[src/rtl/date_pkg.sv]
// Shared widths, calendar constants and scheduler state encoding for the
// 30-day-month date adder and its two-client scheduler.
package date_pkg;
  localparam int DAYS_PER_MONTH = 30;
  localparam int DAY_W          = 5;
  localparam int N_W            = 6;
  localparam int CARRY_W        = 2;

  typedef enum logic [1:0] {
    IDLE = 2'd0,
    CALC = 2'd1,
    RESP = 2'd2
  } state_t;
endpackage

[src/rtl/date_add.sv]
// Combinational 30-day-month adder: wraps (day-1)+n into a 1..30 day and a
// month-carry count; start days 0 and 31 are flagged as errors.
module date_add
  import date_pkg::*;
(
  input  logic [DAY_W-1:0]   i_day,
  input  logic [N_W-1:0]     i_n,
  output logic [DAY_W-1:0]   o_day,
  output logic [CARRY_W-1:0] o_carry,
  output logic               o_err
);

  // s never exceeds 92, so three thresholds replace a divider.
  function automatic logic [CARRY_W-1:0] months_of(input logic [6:0] s);
    if (s >= 7'(3 * DAYS_PER_MONTH))      return 2'd3;
    else if (s >= 7'(2 * DAYS_PER_MONTH)) return 2'd2;
    else if (s >= 7'(DAYS_PER_MONTH))     return 2'd1;
    else                                  return 2'd0;
  endfunction

  function automatic logic [DAY_W-1:0] wrap_day(input logic [6:0] s,
                                                input logic [CARRY_W-1:0] c);
    logic [6:0] rem;
    rem = s - 7'(c) * 7'(DAYS_PER_MONTH);
    return DAY_W'(rem + 7'd1);
  endfunction

  logic [6:0]         w_s;
  logic [CARRY_W-1:0] w_carry;
  logic               w_bad;

  assign w_s     = {2'b00, i_day} - 7'd1 + {1'b0, i_n};
  assign w_carry = months_of(w_s);
  assign w_bad   = (i_day == '0) || (i_day == DAY_W'(31));

  assign o_err   = w_bad;
  assign o_day   = w_bad ? '0 : wrap_day(w_s, w_carry);
  assign o_carry = w_bad ? '0 : w_carry;

endmodule

[src/rtl/date_adv_sched.sv]
// Round-robin scheduler sharing one date_add between two requesters, with a
// single backpressured response channel tagged by requester id.
module date_adv_sched
  import date_pkg::*;
(
  input  logic               clk,
  input  logic               rst,
  input  logic               req0_valid,
  output logic               req0_ready,
  input  logic [DAY_W-1:0]   req0_day,
  input  logic [N_W-1:0]     req0_n,
  input  logic               req1_valid,
  output logic               req1_ready,
  input  logic [DAY_W-1:0]   req1_day,
  input  logic [N_W-1:0]     req1_n,
  output logic               rsp_valid,
  input  logic               rsp_ready,
  output logic [DAY_W-1:0]   rsp_day,
  output logic [CARRY_W-1:0] rsp_carry,
  output logic               rsp_id,
  output logic               rsp_err,
  output logic               busy
);

  state_t             r_state;
  logic               r_last_id;
  logic [DAY_W-1:0]   r_day;
  logic [N_W-1:0]     r_n;
  logic               r_id;
  logic [DAY_W-1:0]   r_rsp_day;
  logic [CARRY_W-1:0] r_rsp_carry;
  logic               r_rsp_id;
  logic               r_rsp_err;

  logic               w_gnt_id;
  logic               w_accept;
  logic               w_hs;
  logic [DAY_W-1:0]   w_day_out;
  logic [CARRY_W-1:0] w_carry_out;
  logic               w_err_out;

  // On a tie the requester that was not served last wins.
  assign w_gnt_id   = (req0_valid && req1_valid) ? ~r_last_id : req1_valid;
  assign w_accept   = (r_state == IDLE) && !rst;
  assign req0_ready = w_accept && req0_valid && !w_gnt_id;
  assign req1_ready = w_accept && req1_valid &&  w_gnt_id;
  assign w_hs       = req0_ready || req1_ready;

  date_add u_add (
    .i_day   (r_day),
    .i_n     (r_n),
    .o_day   (w_day_out),
    .o_carry (w_carry_out),
    .o_err   (w_err_out)
  );

  always_ff @(posedge clk) begin
    if (rst) begin
      r_state     <= IDLE;
      r_last_id   <= 1'b1;
      r_rsp_day   <= '0;
      r_rsp_carry <= '0;
      r_rsp_id    <= 1'b0;
      r_rsp_err   <= 1'b0;
    end else begin
      case (r_state)
        IDLE: if (w_hs) begin
          r_last_id <= w_gnt_id;
          r_state   <= CALC;
        end
        CALC: begin
          r_rsp_day   <= w_day_out;
          r_rsp_carry <= w_carry_out;
          r_rsp_err   <= w_err_out;
          r_rsp_id    <= r_id;
          r_state     <= RESP;
        end
        RESP: if (rsp_ready) r_state <= IDLE;
        default: r_state <= IDLE;
      endcase
    end
  end

  // Operand latches are pure data and only load on a request handshake.
  always_ff @(posedge clk) begin
    if (w_hs) begin
      r_day <= w_gnt_id ? req1_day : req0_day;
      r_n   <= w_gnt_id ? req1_n   : req0_n;
      r_id  <= w_gnt_id;
    end
  end

  assign rsp_valid = (r_state == RESP);
  assign busy      = (r_state != IDLE);
  assign rsp_day   = r_rsp_day;
  assign rsp_carry = r_rsp_carry;
  assign rsp_id    = r_rsp_id;
  assign rsp_err   = r_rsp_err;

endmodule
[config.mk]
export PLATFORM = sky130hd
export DESIGN_NAME = date_adv_sched
export DESIGN_NICKNAME = d
export VERILOG_FILES = /design/src/rtl/date_pkg.sv /design/src/rtl/date_add.sv /design/src/rtl/date_adv_sched.sv
export SDC_FILE = /design/constraint.sdc
export NUM_CORES = 1
export LEC_CHECK = 0
export ABC_AREA = 1
export BUFFER_PORTS_ARGS = -buffer_cell sky130_fd_sc_hd__clkbuf_2
export CAP_MARGIN = 20
export CORE_MARGIN = 5
export CORE_UTILIZATION = 48
export DETAILED_ROUTE_END_ITERATION = 6
export PLACE_DENSITY_LB_ADDON = 0.05
export SLEW_MARGIN = 20
export SYNTH_ARGS = -nofsm -noshare
export SYNTH_HDL_FRONTEND = slang
export SYNTH_SLANG_ARGS = --single-unit
[constraint.sdc]
create_clock -name clk -period 3.7 [get_ports clk]
set_input_delay 0.37 -clock clk [delete_from_list [all_inputs] [get_ports clk]]
set_output_delay 0.37 -clock clk [all_outputs]
set_load 0.01 [all_outputs]
== After elaboration in Yosys (flattened, before gate mapping) ==
Cells that the tools add are included.
Operators by class
  $add $sub $neg: 4
  $mul: 1
  magnitude comparators: 3
  equal/unequal tests: 5
  multiplexer cells: 11
  bitwise gates (word level): 1
  reductions and logical operators: 15
Operators with widths (number)
  two-way mux 2 bit: 5
  two-way mux 5 bit: 2
  adder 7 x 6 -> 7 bit: 1
  greater-or-equal comparator 7 x 5 -> 1 bit, second input constant: 1
  greater-or-equal comparator 7 x 6 -> 1 bit, second input constant: 1
  greater-or-equal comparator 7 bit, second input constant: 1
  logical AND 1 bit: 6
  two-way mux 6 bit: 1
  case mux 2 bit (3 select lines): 1
  subtractor 5 x 1 -> 6 bit, second input constant: 1
  adder 5 x 1 -> 5 bit, second input constant: 1
  == test 5 bit, second input constant: 1
  zero test 5 bit: 1
  subtractor 5 bit: 1
  multiplier 2 x 4 -> 4 bit, second input constant: 1
  AND reduction 2 bit: 2
  == test 2 x 1 -> 1 bit, second input constant: 1
  == test 2 bit, second input constant: 1
  zero test 1 bit: 2
  zero test 2 bit: 1
  logical OR 1 bit: 2
  two-way mux 1 bit: 2
  != test 2 x 1 -> 1 bit, second input constant: 1
  != test 2 bit, second input constant: 1
  other kinds (2): 2
Storage, ports and cells
  register bits after elaboration: 24
  input bits: 27
  output and inout port bits: 13
  word-level logic and storage cells: 49

== Longest topological paths before layout ==
  depth in word-level cells: 10
  mapped depth: 27
  mapped depth without buffers: 27

== By module ==
From an unflattened synthesis, not the netlist that was laid out.
Unflattened totals
  cells, all modules: 232
  area total of the unflattened synthesis: 1803.0 µm²
Modules (own cells, without submodules)
  date_adv_sched: instances 1, cells an instance 111, area an instance 1032.2 µm², seq. area each 600.6 µm²
  date_add: instances 1, cells an instance 121, area an instance 770.7 µm², seq. area each 0.0 µm²

== Worst setup path after synthesis ==
No wires, ideal clock.
  path kind: reg-to-reg
  start: reg r_day[0]
  end: reg r_rsp_day[4] (netlist: rsp_day[4])
  library setup time: 0.071 ns
  arrival time: 3.469 ns
  required time: 3.629 ns
  slack: 0.160 ns
  stages on the path, launching flop included: 27
  path buffers: 0
  clock period less this slack: 3.540 ns
  path through: edfxtp_1 > inv_1 > ha_1 > nand3_1 > xor2_1 > inv_1 > ha_1 > nand2_2 > inv_2 > a21oi_1 > nand3_1 > nand2_2 > nand2_1 > nand2_2 > nand2_2 > nand2_4 > inv_1 > ha_1 > inv_1 > ha_1 > ha_1 > nand3_1 > nand2_1 > xnor2_1 > xor2_1 > nand2_1 > a21oi_1
Between the ends
  word-level cells in the longest chain between the ends: 10
  elaborated cells on any way between the ends: 15
  those cells by class: add/sub (4); mul (1); order compare (3); eq/ne (1); mux (4); reduce/logical (2)
Ends and longest elaborated chain
  from (decl): RTL line date_adv_sched.sv:27  | logic [DAY_W-1:0] r_day;
  from (signal assigned): RTL line date_adv_sched.sv:87  | r_day <= w_gnt_id ? req1_day : req0_day;
  subtractor 5 x 1 -> 6 bit: RTL line date_add.sv:32  | assign w_s = {2'b00, i_day} - 7'd1 + {1'b0, i_n};
  adder 7 x 6 -> 7 bit: RTL line date_add.sv:32
  greater-or-equal comparator 7 x 5 -> 1 bit: RTL line date_add.sv:17  | else if (s >= 7'(DAYS_PER_MONTH)) return 2'd1;
  two-way mux 1 bit: RTL line date_add.sv:17
  two-way mux 2 bit: RTL line date_add.sv:16  | else if (s >= 7'(2 * DAYS_PER_MONTH)) return 2'd2;
  two-way mux 2 bit: RTL line date_add.sv:15  | if (s >= 7'(3 * DAYS_PER_MONTH)) return 2'd3;
  multiplier 2 x 4 -> 4 bit: RTL line date_add.sv:24  | rem = s - 7'(c) * 7'(DAYS_PER_MONTH);
  subtractor 5 bit: RTL line date_add.sv:24
  adder 5 x 1 -> 5 bit: RTL line date_add.sv:25  | return DAY_W'(rem + 7'd1);
  two-way mux 5 bit *: RTL line date_add.sv:37  | assign o_day = w_bad ? '0 : wrap_day(w_s, w_carry);
  to (signal assigned): RTL line date_adv_sched.sv:72  | r_rsp_day <= w_day_out;
  to (decl): RTL line date_adv_sched.sv:30  | logic [DAY_W-1:0] r_rsp_day;
Every way passes the cells marked *; elsewhere a longest branch is shown, timed or not.
A chain may end at the register's enable or synchronous reset.

== Final worst setup path ==
  start: reg r_day[1]
  end: reg r_rsp_day[4] (netlist: rsp_day[4])
Same word-level chain as after synthesis.

==> impl_table.tex <==
\begin{tabular}{lr}
\hline
Metric & Value \\
\hline
\multicolumn{2}{l}{\textbf{Run status}} \\
\quad Status & finished, final reports clean \\
\multicolumn{2}{l}{\textbf{STA}} \\
\quad Number of hold violations in the final report & 0 \\
\quad RSZ-0062 raised after global routing & true \\
\quad Number of setup violations in the final report & 0 \\
\quad Final worst slack & 0.1123 ns \\
\quad Count of final max-slew check failures & 0 \\
\quad Share of the clock period used by the worst path after layout & 0.9696 \\
\quad Period minus WS final & 3.588 ns \\
\quad F\_max & 0.2787 GHz \\
\quad Transition time at the pin with the least slew margin & 0.6462 ns \\
\quad Worst clock skew on the final layout & 0.01104 ns \\
\quad Relative slew slack & 0.5692 \\
\multicolumn{2}{l}{\textbf{Placement}} \\
\quad Placed insts & 311 \\
\quad Number of input and output port buffers inserted & 39 \\
\quad Total cell area at the placement stage & 0.001968 mm² \\
\quad Detailed placement HPWL & 2811 µm \\
\quad Post-placement setup slack & -0.03532 ns \\
\quad Routability Congestion & 0.8238 \\
\multicolumn{2}{l}{\textbf{Synth}} \\
\quad Top area cells in the synthesized netlist & sky130\_fd\_sc\_hd\_\_edfxtp\_1 21\%, sky130\_fd\_sc\_hd\_\_nand2\_1 16\%, sky130\_fd\_sc\_hd\_\_dfxtp\_1 14\%, sky130\_fd\_sc\_hd\_\_ha\_1 12\%, sky130\_fd\_sc\_hd\_\_inv\_1 7.5\% \\
\quad Combinational family with the most area after synthesis & simple AND/OR/NAND/NOR gates \\
\quad Share of the synthesized area in compound gates (AO/OA/AOI/OAI) & 0.05800 \\
\quad YS warnings & 0 \\
\quad Sequential element share of the synthesized area & 0.3524 \\
\quad Post-synthesis sequential element count & 24 \\
\quad Number of instances in the synthesized netlist & 226 \\
\quad Synthesized area per cell & 7.540 µm² \\
\quad Netlist cell types & 25 \\
\quad Largest area contributor in the netlist & sky130\_fd\_sc\_hd\_\_edfxtp\_1 \\
\quad Area fraction in and, or, nand and nor cells after synthesis & 0.3120 \\
\quad Share of cell area taken by muxes after synthesis & 0 \\
\quad Synthesized-area fraction occupied by xor and xnor cells & 0.04112 \\
\quad Post-synth top area share & 0.2115 \\
\quad Syn nets & 272 \\
\quad Area share of fa/ha/maj cells after synthesis & 0.1483 \\
\quad Netlist area before placement & 0.001704 mm² \\
\multicolumn{2}{l}{\textbf{Pwr}} \\
\quad Peak VDD IR & 0.2269 mV \\
\quad Combinational share of power & 0.596 \\
\quad Fraction of power consumed by the clock network & 0.135 \\
\quad Register share of total power & 0.269 \\
\quad P\_sw & 483.4 µW \\
\quad Leakage Power & 0.001152 µW \\
\quad Int Power & 758.5 µW \\
\quad Fraction of power spent switching nets & 0.3892 \\
\quad Cell Pwr Density & 529.4 mW/mm² \\
\multicolumn{2}{l}{\textbf{Setup path}} \\
\quad Required time of the critical path & 3.98 ns \\
\quad Total buffers and inverters traversed by the critical path & 5 \\
\quad Worst path arrival time & 3.87 ns \\
\quad Worst path slowest cell & sky130\_fd\_sc\_hd\_\_edfxtp\_1 \\
\quad Critical setup path kind & flop to flop \\
\quad Crit-path leading delay family & adder cells \\
\quad Worst setup SP type & flop \\
\quad Critical Path End Type & flop \\
\quad Maximum single-stage delay on the critical path & 0.47 ns \\
\quad CP Max Fanout & 3 \\
\multicolumn{2}{l}{\textbf{Run}} \\
\quad Max-cap viol count & 0 \\
\multicolumn{2}{l}{\textbf{Finish}} \\
\quad Area grow syn2layout & 37.67\% \\
\quad Fin cells & 320 \\
\quad Number of inserted diodes & 0 \\
\quad Most frequent cells in the layout & 66 x sky130\_fd\_sc\_hd\_\_nand2\_1, 39 x sky130\_fd\_sc\_hd\_\_clkbuf\_2, 26 x sky130\_fd\_sc\_hd\_\_inv\_1 \\
\quad Final non-filler cell area & 0.002346 mm² \\
\quad Final-stage net count & 321 \\
\quad Most common library cell in the layout ignoring fill and taps & sky130\_fd\_sc\_hd\_\_nand2\_1 \\
\quad Layout cells sized above 1 & 0.4124 \\
\multicolumn{2}{l}{\textbf{Global route}} \\
\quad Largest net degree at the start of global routing & 16 \\
\quad Vias in the first global route & 1352 \\
\quad Combined global-route utilization of all metal layers & 0.1416 \\
\quad Total global routing overflow & 0 \\
\quad Initial antenna violation count & 0 \\
\quad First-pass GRT wire length & 5658 µm \\
\multicolumn{2}{l}{\textbf{Detailed routing}} \\
\quad Antenna-violating nets left & 0 \\
\quad Aggregate routed wire length & 3864 µm \\
\quad Number of DRC markers in iteration 0 & 20 \\
\quad Total via count after detailed routing & 1519 \\
\quad Ratio of routed vias to standard cells & 4.747 \\
\quad Number of iterations in the first detailed-routing pass & 4 \\
\quad Number of design rule violations left after detail routing & 0 \\
\quad Average detailed-routed wire length per instance & 12.08 µm \\
\multicolumn{2}{l}{\textbf{Clock network}} \\
\quad Clk sinks & 24 \\
\quad Hold buffer count at cts & 0 \\
\quad Clock slew at reported path FFs & 0.14 ns \\
\quad CTS max path bufs & 2 \\
\quad Num CTS Buffers & 3 \\
\quad Clock tree from TritonCTS & yes \\
\quad CTS HTree Levels & 1 \\
\quad Clock Tree Root & sky130\_fd\_sc\_hd\_\_clkbuf\_4 \\
\quad Insertion delay to the later sink of the worst-skew pair & 0.33 ns \\
\multicolumn{2}{l}{\textbf{Floorplan}} \\
\quad Number of rows in the core area & 21 \\
\quad Die Y-Extent & 69.59 µm \\
\quad Initial cell density of the core & 0.5028 \\
\quad CORE AREA & 0.003390 mm² \\
\quad Die Footprint & 0.004842 mm² \\
\quad Count of boundary I/O pins & 40 \\
\quad Die width & 69.59 µm \\
\multicolumn{2}{l}{\textbf{Hold path}} \\
\quad Worst min-delay path category & input pin to flop \\
\hline
\end{tabular}
final timing paths:
| path | start | slack, ns | to | depth (start not counted) |
|---|---|---|---|---|
| worst min-delay path | rsp_ready | 0.29 | r_state[1] | 4 |
| worst min register to register | rsp_day[1] | 0.48 | rsp_day[1] | 2 |
| worst max-delay path | r_day[1] | 0.11 | rsp_day[4] | 27 |
| worst max register to register | r_day[1] | 0.11 | rsp_day[4] | 27 |
routing by layer:
metal	global-route usage	share of wire
met1	0.1777	0.44
met2	0.2373	0.50
met3	0.03043	0.037
met4	0.05206	0.026
met5	0	0
power groups by stage:
stage	combinational, µW	clock, µW	sequential, µW
3_5_place_dp	499	0	338
4_1_cts	533	168	332
5_1_grt	829	177	337
2_1_floorplan	380	0	345
6_report	740	168	334
3_3_place_gp	495	0	337
worst register-to-register path: cells and delay by family (launching register included):
family	cells	cell delay [ns]
DFF	1	0.47
xor gates and xnor gates	3	0.42
and+or+nand+nor	13	0.97
adders and majority gates	5	1.19
buffers and inverters	5	0.36
AOI/OAI and AO/OA	1	0.13
cell type report:
| cell class | count | area [µm²] |
|---|---|---|
| Fill cell | 301 | 1044 |
| Tap cell | 46 | 57.56 |
| Timing Repair Buffer | 47 | 271.5 |
| Multi-Input combinational cell | 162 | 1227 |
| Sequential cell | 24 | 600.6 |
| Clock buffer | 4 | 47.55 |
| Inverter | 37 | 141.4 |
cells by family after synthesis:
| logic type | after synthesis |
|---|---|
| AO/OA/AOI/OAI | 17 |
| AND/OR/NAND/NOR | 118 |
| XOR/XNOR | 8 |
| buffers and inverters | 40 |
| flip-flops | 24 |
| adder cells (fa/ha/maj) | 19 |
stage by stage:
| stage | hold WS [ns] | power (µW) | setup TNS (ns) | utilization |
|---|---|---|---|---|
| after floorplan | 0.4399 | 724.4 | 0 | - |
| after global placement | 0.4545 | 831.7 | 0 | 0.5807 |
| after detailed placement | 0.4605 | 836.4 | -0.03532 | 0.5807 |
| after CTS | 0.2940 | 1033 | 0 | 0.6124 |
| after global routing | 0.3065 | 1342 | -0.08290 | 0.6921 |
| final | 0.2892 | 1242 | 0 | 0.6921 |
cell usage after synthesis:
cell type / instances
sky130_fd_sc_hd__nand3_2: 3
sky130_fd_sc_hd__edfxtp_1: 12
sky130_fd_sc_hd__a21oi_2: 1
sky130_fd_sc_hd__inv_1: 34
sky130_fd_sc_hd__nand2_4: 1
sky130_fd_sc_hd__o21ai_0: 3
sky130_fd_sc_hd__nor3_1: 1
sky130_fd_sc_hd__nand2_2: 12
sky130_fd_sc_hd__o211ai_1: 1
sky130_fd_sc_hd__a2bb2oi_1: 1
sky130_fd_sc_hd__nand3_1: 13
sky130_fd_sc_hd__nor2_4: 1
sky130_fd_sc_hd__nor2_2: 1
sky130_fd_sc_hd__inv_2: 3
sky130_fd_sc_hd__xnor2_1: 3
sky130_fd_sc_hd__dfxtp_1: 12
sky130_fd_sc_hd__clkbuf_1: 3
sky130_fd_sc_hd__fa_1: 2
sky130_fd_sc_hd__nand2_1: 73
sky130_fd_sc_hd__xor2_1: 5
sky130_fd_sc_hd__nor2_1: 11
sky130_fd_sc_hd__a21oi_1: 10
sky130_fd_sc_hd__a41oi_1: 1
sky130_fd_sc_hd__nand4_1: 2
sky130_fd_sc_hd__ha_1: 17
sequential cells by signal, indices dropped and copies added, names as in the netlist:
register   count
r_id           1
r_day          5
rsp_id         1
r_state        2
rsp_err        1
r_n            6
rsp_carry      2
rsp_day        5
r_last_id      1
timing repair:
| item | in CTS | in global routing |
|---|---|---|
| gates resized for setup | 7 | 44 |
| setup endpoints to repair | 1 | 3 |
| pin swaps | 1 | 22 |
| buffers inserted | 1 | 4 |
(Power assumes the default switching activity.)
